===== src/rtl/intc.sv =====
// Three-source interrupt controller: two synchronised edge lines plus a periodic timer.
// Define INTC_TIMER_EN to build the timer source; otherwise pending[2] stays 0.
module intc #(
    parameter logic [15:0] TIMER_PERIOD = 16'd50000,
    parameter logic [9:0]  VEC_INTR1    = 10'd1,
    parameter logic [9:0]  VEC_INTR2    = 10'd2,
    parameter logic [9:0]  VEC_TIMER    = 10'd3
) (
    input  logic       clk,
    input  logic       reset,
    input  logic       intr1,
    input  logic       intr2,
    input  logic       timer_e,
    input  logic       mask_we,
    input  logic [2:0] mask_in,
    input  logic       ack,
    input  logic       reti,
    output logic       irq,
    output logic [9:0] vector,
    output logic [2:0] pending,
    output logic [2:0] in_service
);

    typedef enum logic [1:0] {IDLE, REQ, SERVICE} state_t;

    state_t     state;
    logic [1:0] sync1, sync2, sync3;
    logic [1:0] rise;
    logic       tick;
    logic [2:0] mask;
    logic [2:0] src;
    logic [2:0] eligible;
    logic [2:0] pick;
    logic [9:0] pick_vec;
    logic [2:0] clr;
    logic [2:0] set;

`ifdef INTC_TIMER_EN
    localparam logic [2:0] SRC_EN = 3'b111;
    logic [15:0] count;

    assign tick = timer_e && (count == TIMER_PERIOD - 16'd1);

    always_ff @(posedge clk or negedge reset) begin
        if (!reset) begin
            count <= 16'd0;
        end else if (timer_e) begin
            count <= tick ? 16'd0 : count + 16'd1;
        end
    end
`else
    localparam logic [2:0] SRC_EN = 3'b011;
    logic unused_timer_e;

    assign tick           = 1'b0;
    assign unused_timer_e = timer_e;
`endif

    // Third flop only remembers the previous synchronised level.
    always_ff @(posedge clk or negedge reset) begin
        if (!reset) begin
            sync1 <= 2'b00;
            sync2 <= 2'b00;
            sync3 <= 2'b00;
        end else begin
            sync1 <= {intr2, intr1};
            sync2 <= sync1;
            sync3 <= sync2;
        end
    end

    assign rise     = sync2 & ~sync3;
    assign set      = {tick, rise};
    assign clr      = (state == REQ && ack) ? src : 3'b000;
    assign eligible = pending & mask;

    always_comb begin
        pick     = 3'b000;
        pick_vec = VEC_INTR1;
        if (eligible[0]) begin
            pick     = 3'b001;
            pick_vec = VEC_INTR1;
        end else if (eligible[1]) begin
            pick     = 3'b010;
            pick_vec = VEC_INTR2;
        end else if (eligible[2]) begin
            pick     = 3'b100;
            pick_vec = VEC_TIMER;
        end
    end

    always_ff @(posedge clk or negedge reset) begin
        if (!reset) begin
            mask <= 3'b000;
        end else if (mask_we) begin
            mask <= mask_in & SRC_EN;
        end
    end

    // A fresh edge on the acknowledge cycle survives the clear.
    always_ff @(posedge clk or negedge reset) begin
        if (!reset) begin
            pending <= 3'b000;
        end else begin
            pending <= (pending & ~clr) | set;
        end
    end

    always_ff @(posedge clk or negedge reset) begin
        if (!reset) begin
            state      <= IDLE;
            src        <= 3'b000;
            irq        <= 1'b0;
            vector     <= VEC_INTR1;
            in_service <= 3'b000;
        end else begin
            unique case (state)
                IDLE: begin
                    if (|eligible) begin
                        state  <= REQ;
                        src    <= pick;
                        vector <= pick_vec;
                        irq    <= 1'b1;
                    end
                end
                REQ: begin
                    if (ack) begin
                        state      <= SERVICE;
                        irq        <= 1'b0;
                        in_service <= src;
                    end
                end
                SERVICE: begin
                    if (reti) begin
                        state      <= IDLE;
                        in_service <= 3'b000;
                    end
                end
                default: begin
                    state <= IDLE;
                    irq   <= 1'b0;
                end
            endcase
        end
    end

endmodule


===== config.mk =====
export PLATFORM = sky130hd
export DESIGN_NAME = intc
export DESIGN_NICKNAME = d
export VERILOG_FILES = /design/src/rtl/intc.sv
export SDC_FILE = /design/constraint.sdc
export NUM_CORES = 1
export LEC_CHECK = 0
export ABC_AREA = 0
export BUFFER_PORTS_ARGS = -buffer_cell sky130_fd_sc_hd__buf_2
export CAP_MARGIN = 20
export CORE_MARGIN = 5
export CORE_UTILIZATION = 46
export DETAILED_ROUTE_END_ITERATION = 8
export PLACE_DENSITY = 0.81
export SKIP_LAST_GASP = 1
export SLEW_MARGIN = 0
export SYNTH_ARGS = -nofsm -noshare
export SYNTH_HDL_FRONTEND = slang
export SYNTH_SLANG_ARGS = --single-unit

===== constraint.sdc =====
create_clock -name clk -period 1.2 [get_ports clk]
set_input_delay 0.12 -clock clk [delete_from_list [all_inputs] [get_ports clk]]
set_output_delay 0.12 -clock clk [all_outputs]
set_load 0.05 [all_outputs]

==> flow_metrics.py <==
metrics = {
    "run": {
        "max_cap_viol_count": 0,
    },
    "timing": {
        "finClkSkew_ns": 0.00111,
        "period_share_pct": 94.6,
        "period_minus_slack_ns": 1.14,
        "hold_ws_ns": 0.0385,
        "slew_viol_final": 0,
        "finalSetupViolations": 0,
        "max_freq_mhz": 881,
        "hold_viol_final": 0,
        "setup_tns_ns": 0,
    },
    "layout": {
        "multi_input_area_sq_um": 225,
        "fillers": 142,
        "regArea_sq_um": 454,
        "area_delta_synth_final_pct": 17.5,
        "antennaDiodeCount": 0,
        "drive_gt1_share_pct": 33.0,
        "final_util_pct": 57.8,
        "final_design_area_no_fill_sq_um": 881,
        "final_nets": 100,
    },
    "pwr": {
        "p_int_uw": 1340,
        "total_power_uw": 2420,
        "clock_power_share_pct": 14.8,
        "combPwrFrac_pct": 45.4,
        "power_frac_seq_pct": 39.8,
        "p_sw_uw": 1080,
        "peakVddDrop_uv": 1340,
        "power.density_mw_per_mm2": 2750,
        "switching_share_pct": 44.5,
        "p_leak_uw": 0.000444,
    },
    "setup_path": {
        "r2r_slack_ns": 0.06,
        "endpoint_kind": "primary output",
        "path_buf_inv": 1,
        "worst_path_largest_cell_delay_ns": 0.54,
        "r2r_start": "state[1]",
        "cp_slowest_cell": "dfstp_2",
        "r2r_end": "src[0]",
        "cpLargestDelayFamily": "flip-flops",
        "startpoint": "vector[0]",
        "crit_path_start_kind": "flip-flop",
        "cp_max_fo": 2,
        "crit_chain": "buf_4",
        "cp.arrival_ns": 1.02,
        "rr_worst_depth": 2,
        "crit_required_ns": 1.08,
        "crit_type": "flip-flop to primary output",
    },
    "placement": {
        "hpwl_um": 968,
        "gp_congestion": 0.829,
        "place_area_sq_um": 803,
        "port_buffers": 15,
    },
    "floorplanning": {
        "io_pins": 28,
        "die_h_um": 50.4,
        "initial_core_util_pct": 49.2,
        "dieArea_sq_mm": 0.00254,
        "rows": 14,
        "core_sq_mm": 0.00152,
        "die_w_um": 50.4,
    },
    "cts": {
        "clock_sinks": 18,
        "cts_tree": "yes",
        "clock_path_buffers": 2,
        "cts_root_buf": "clkbuf_4",
        "clkLatencyLatePin_ns": 0.28,
        "cts_buffers": 3,
        "clk_pin_slew_worst_paths_ns": 0.10,
        "htreeDepth": 1,
    },
    "drt": {
        "drt-initial-drc-count": 5,
        "ant_nets": 0,
        "finalWirelength_um": 1240,
        "drc": 0,
        "via_per_inst": 4.80,
        "drtPass1Iterations": 2,
        "via_count": 499,
        "wire_per_inst_um": 11.9,
    },
    "grt": {
        "overflow": 0,
        "track_usage_pct": 10.6,
        "grt_pass1_vias": 493,
        "grt_max_degree": 19,
        "antenna_found_initial": 0,
        "grt_pass1_wl_um": 2120,
    },
    "yosys": {
        "avgSynthCellArea_sq_um": 11.4,
        "yosys_warnings": 0,
        "seq_area_frac_synth_pct": 60.3,
        "syn-cell-area_sq_um": 749,
        "syn_inst": 66,
        "synth.distinct_cells": 19,
        "synth-seq-cells": 18,
    },
    "worst_hold_path": {
        "hold_path.class": "input pin to flip-flop",
        "holdPathStages": 2,
        "hp-start": "reti",
        "hold_end": "state[1]",
    },
    "run_status": {
        "status": "complete, no violations",
    },
}
==> synth_stat cells <==
cell type,n,area share [%]
a21o_1,2,2.0
nand2_1,6,3.0
or2b_1,1,1.0
dfstp_2,1,3.5
conb_1,1,0.50
o21ai_0,7,4.7
nor3_1,1,0.67
buf_4,11,11
dfrtp_1,17,57
nand3b_1,1,1.0
a211oi_1,2,2.0
a21oi_1,3,2.0
mux2_2,2,3.0
or3_4,1,1.5
nand2b_1,2,1.7
nor2_1,2,1.0
a211o_1,1,1.2
inv_1,4,2.0
buf_6,1,1.5
==> sequential cells by signal, summed over array words and instances, names as in the netlist <==
signal      flops
sync3           2
sync2           2
mask            2
sync1           2
irq             1
in_service      2
vector          2
state           2
pending         2
src             1
==> through the flow <==
stage,cells,setup slack [ns]
after floorplan,75,-0.0117
after global placement,96,0.0881
after detailed placement,96,0.0742
after CTS,103,0.0467
after global routing,104,-0.00406
final,104,0.0649
==> how the worst max path moves through the flow <==
stage	to	slack, ns	cells past startpoint
5_1_grt	pending[1]	-0.004	3
6_report	vector[0]	0.06	1
3_5_place_dp	src[0]	0.07	2
3_3_place_gp	src[0]	0.09	2
2_1_floorplan	src[0]	-0.01	3
4_1_cts	vector[0]	0.05	1
==> cell families (layout without fill, tap and decap cells) <==
group | Yosys count | after routing | share of synthesized area [%]
other | 1 | 10 | 0.500
flip-flops | 18 | 18 | 60.3
buffers and inverters | 16 | 29 | 14.5
AND/OR/NAND/NOR | 14 | 14 | 9.85
AO/OA/AOI/OAI | 15 | 15 | 11.9
multiplexers | 2 | 2 | 3.00
==> metal layers <==
layer	share of wire, %	GRT usage, %	vias to the layer above
li1	-	-	242
met1	41	13.1	241
met2	51	17.2	16
met3	8.4	2.66	0
met4	0	5.11	0
met5	0	0	-
==> final cells by class <==
class / instances / share of cell area, %
Clock buffer: 4 / 4.12
Inverter: 4 / 1.70
Multi-Input combinational cell: 41 / 25.6
Sequential cell: 18 / 51.6
Tap cell: 16 / 2.27
Timing Repair Buffer: 21 / 14.8
==> cell usage in the layout, fill, tap and decap left out, types with 2 or more instances in the layout <==
cell type,synthesis,routed
a211oi_1,2,2
buf_2,0,14
a21o_1,2,2
clkbuf_4,0,3
nor2_1,2,2
conb_1,1,10
a21oi_1,3,3
o21ai_0,7,6
dlygate4sd3_1,0,3
nand2_1,6,5
nand2b_1,2,2
dfrtp_2,0,2
dfrtp_1,17,15
mux2_2,2,2
inv_1,4,4
buf_4,11,4
==> power groups by stage <==
stage | combinational [uW] | clock [uW] | sequential [uW]
after CTS | 1100 | 376 | 962
after detailed placement | 1080 | 0 | 973
after global placement | 1050 | 0 | 964
final | 1100 | 358 | 963
after global routing | 1180 | 405 | 992
after floorplan | 550 | 0 | 1300
==> timing repair <==
action / 4_1_cts / 5_1_grt
gates resized for setup: 1 / 2
setup endpoints to repair: 1 / 2
buffers inserted: 0 / 1
hold buffers: 3 / 0
hold endpoints to repair: 19 / 0
No activity file was read; power rests on OpenSTA's default activity.
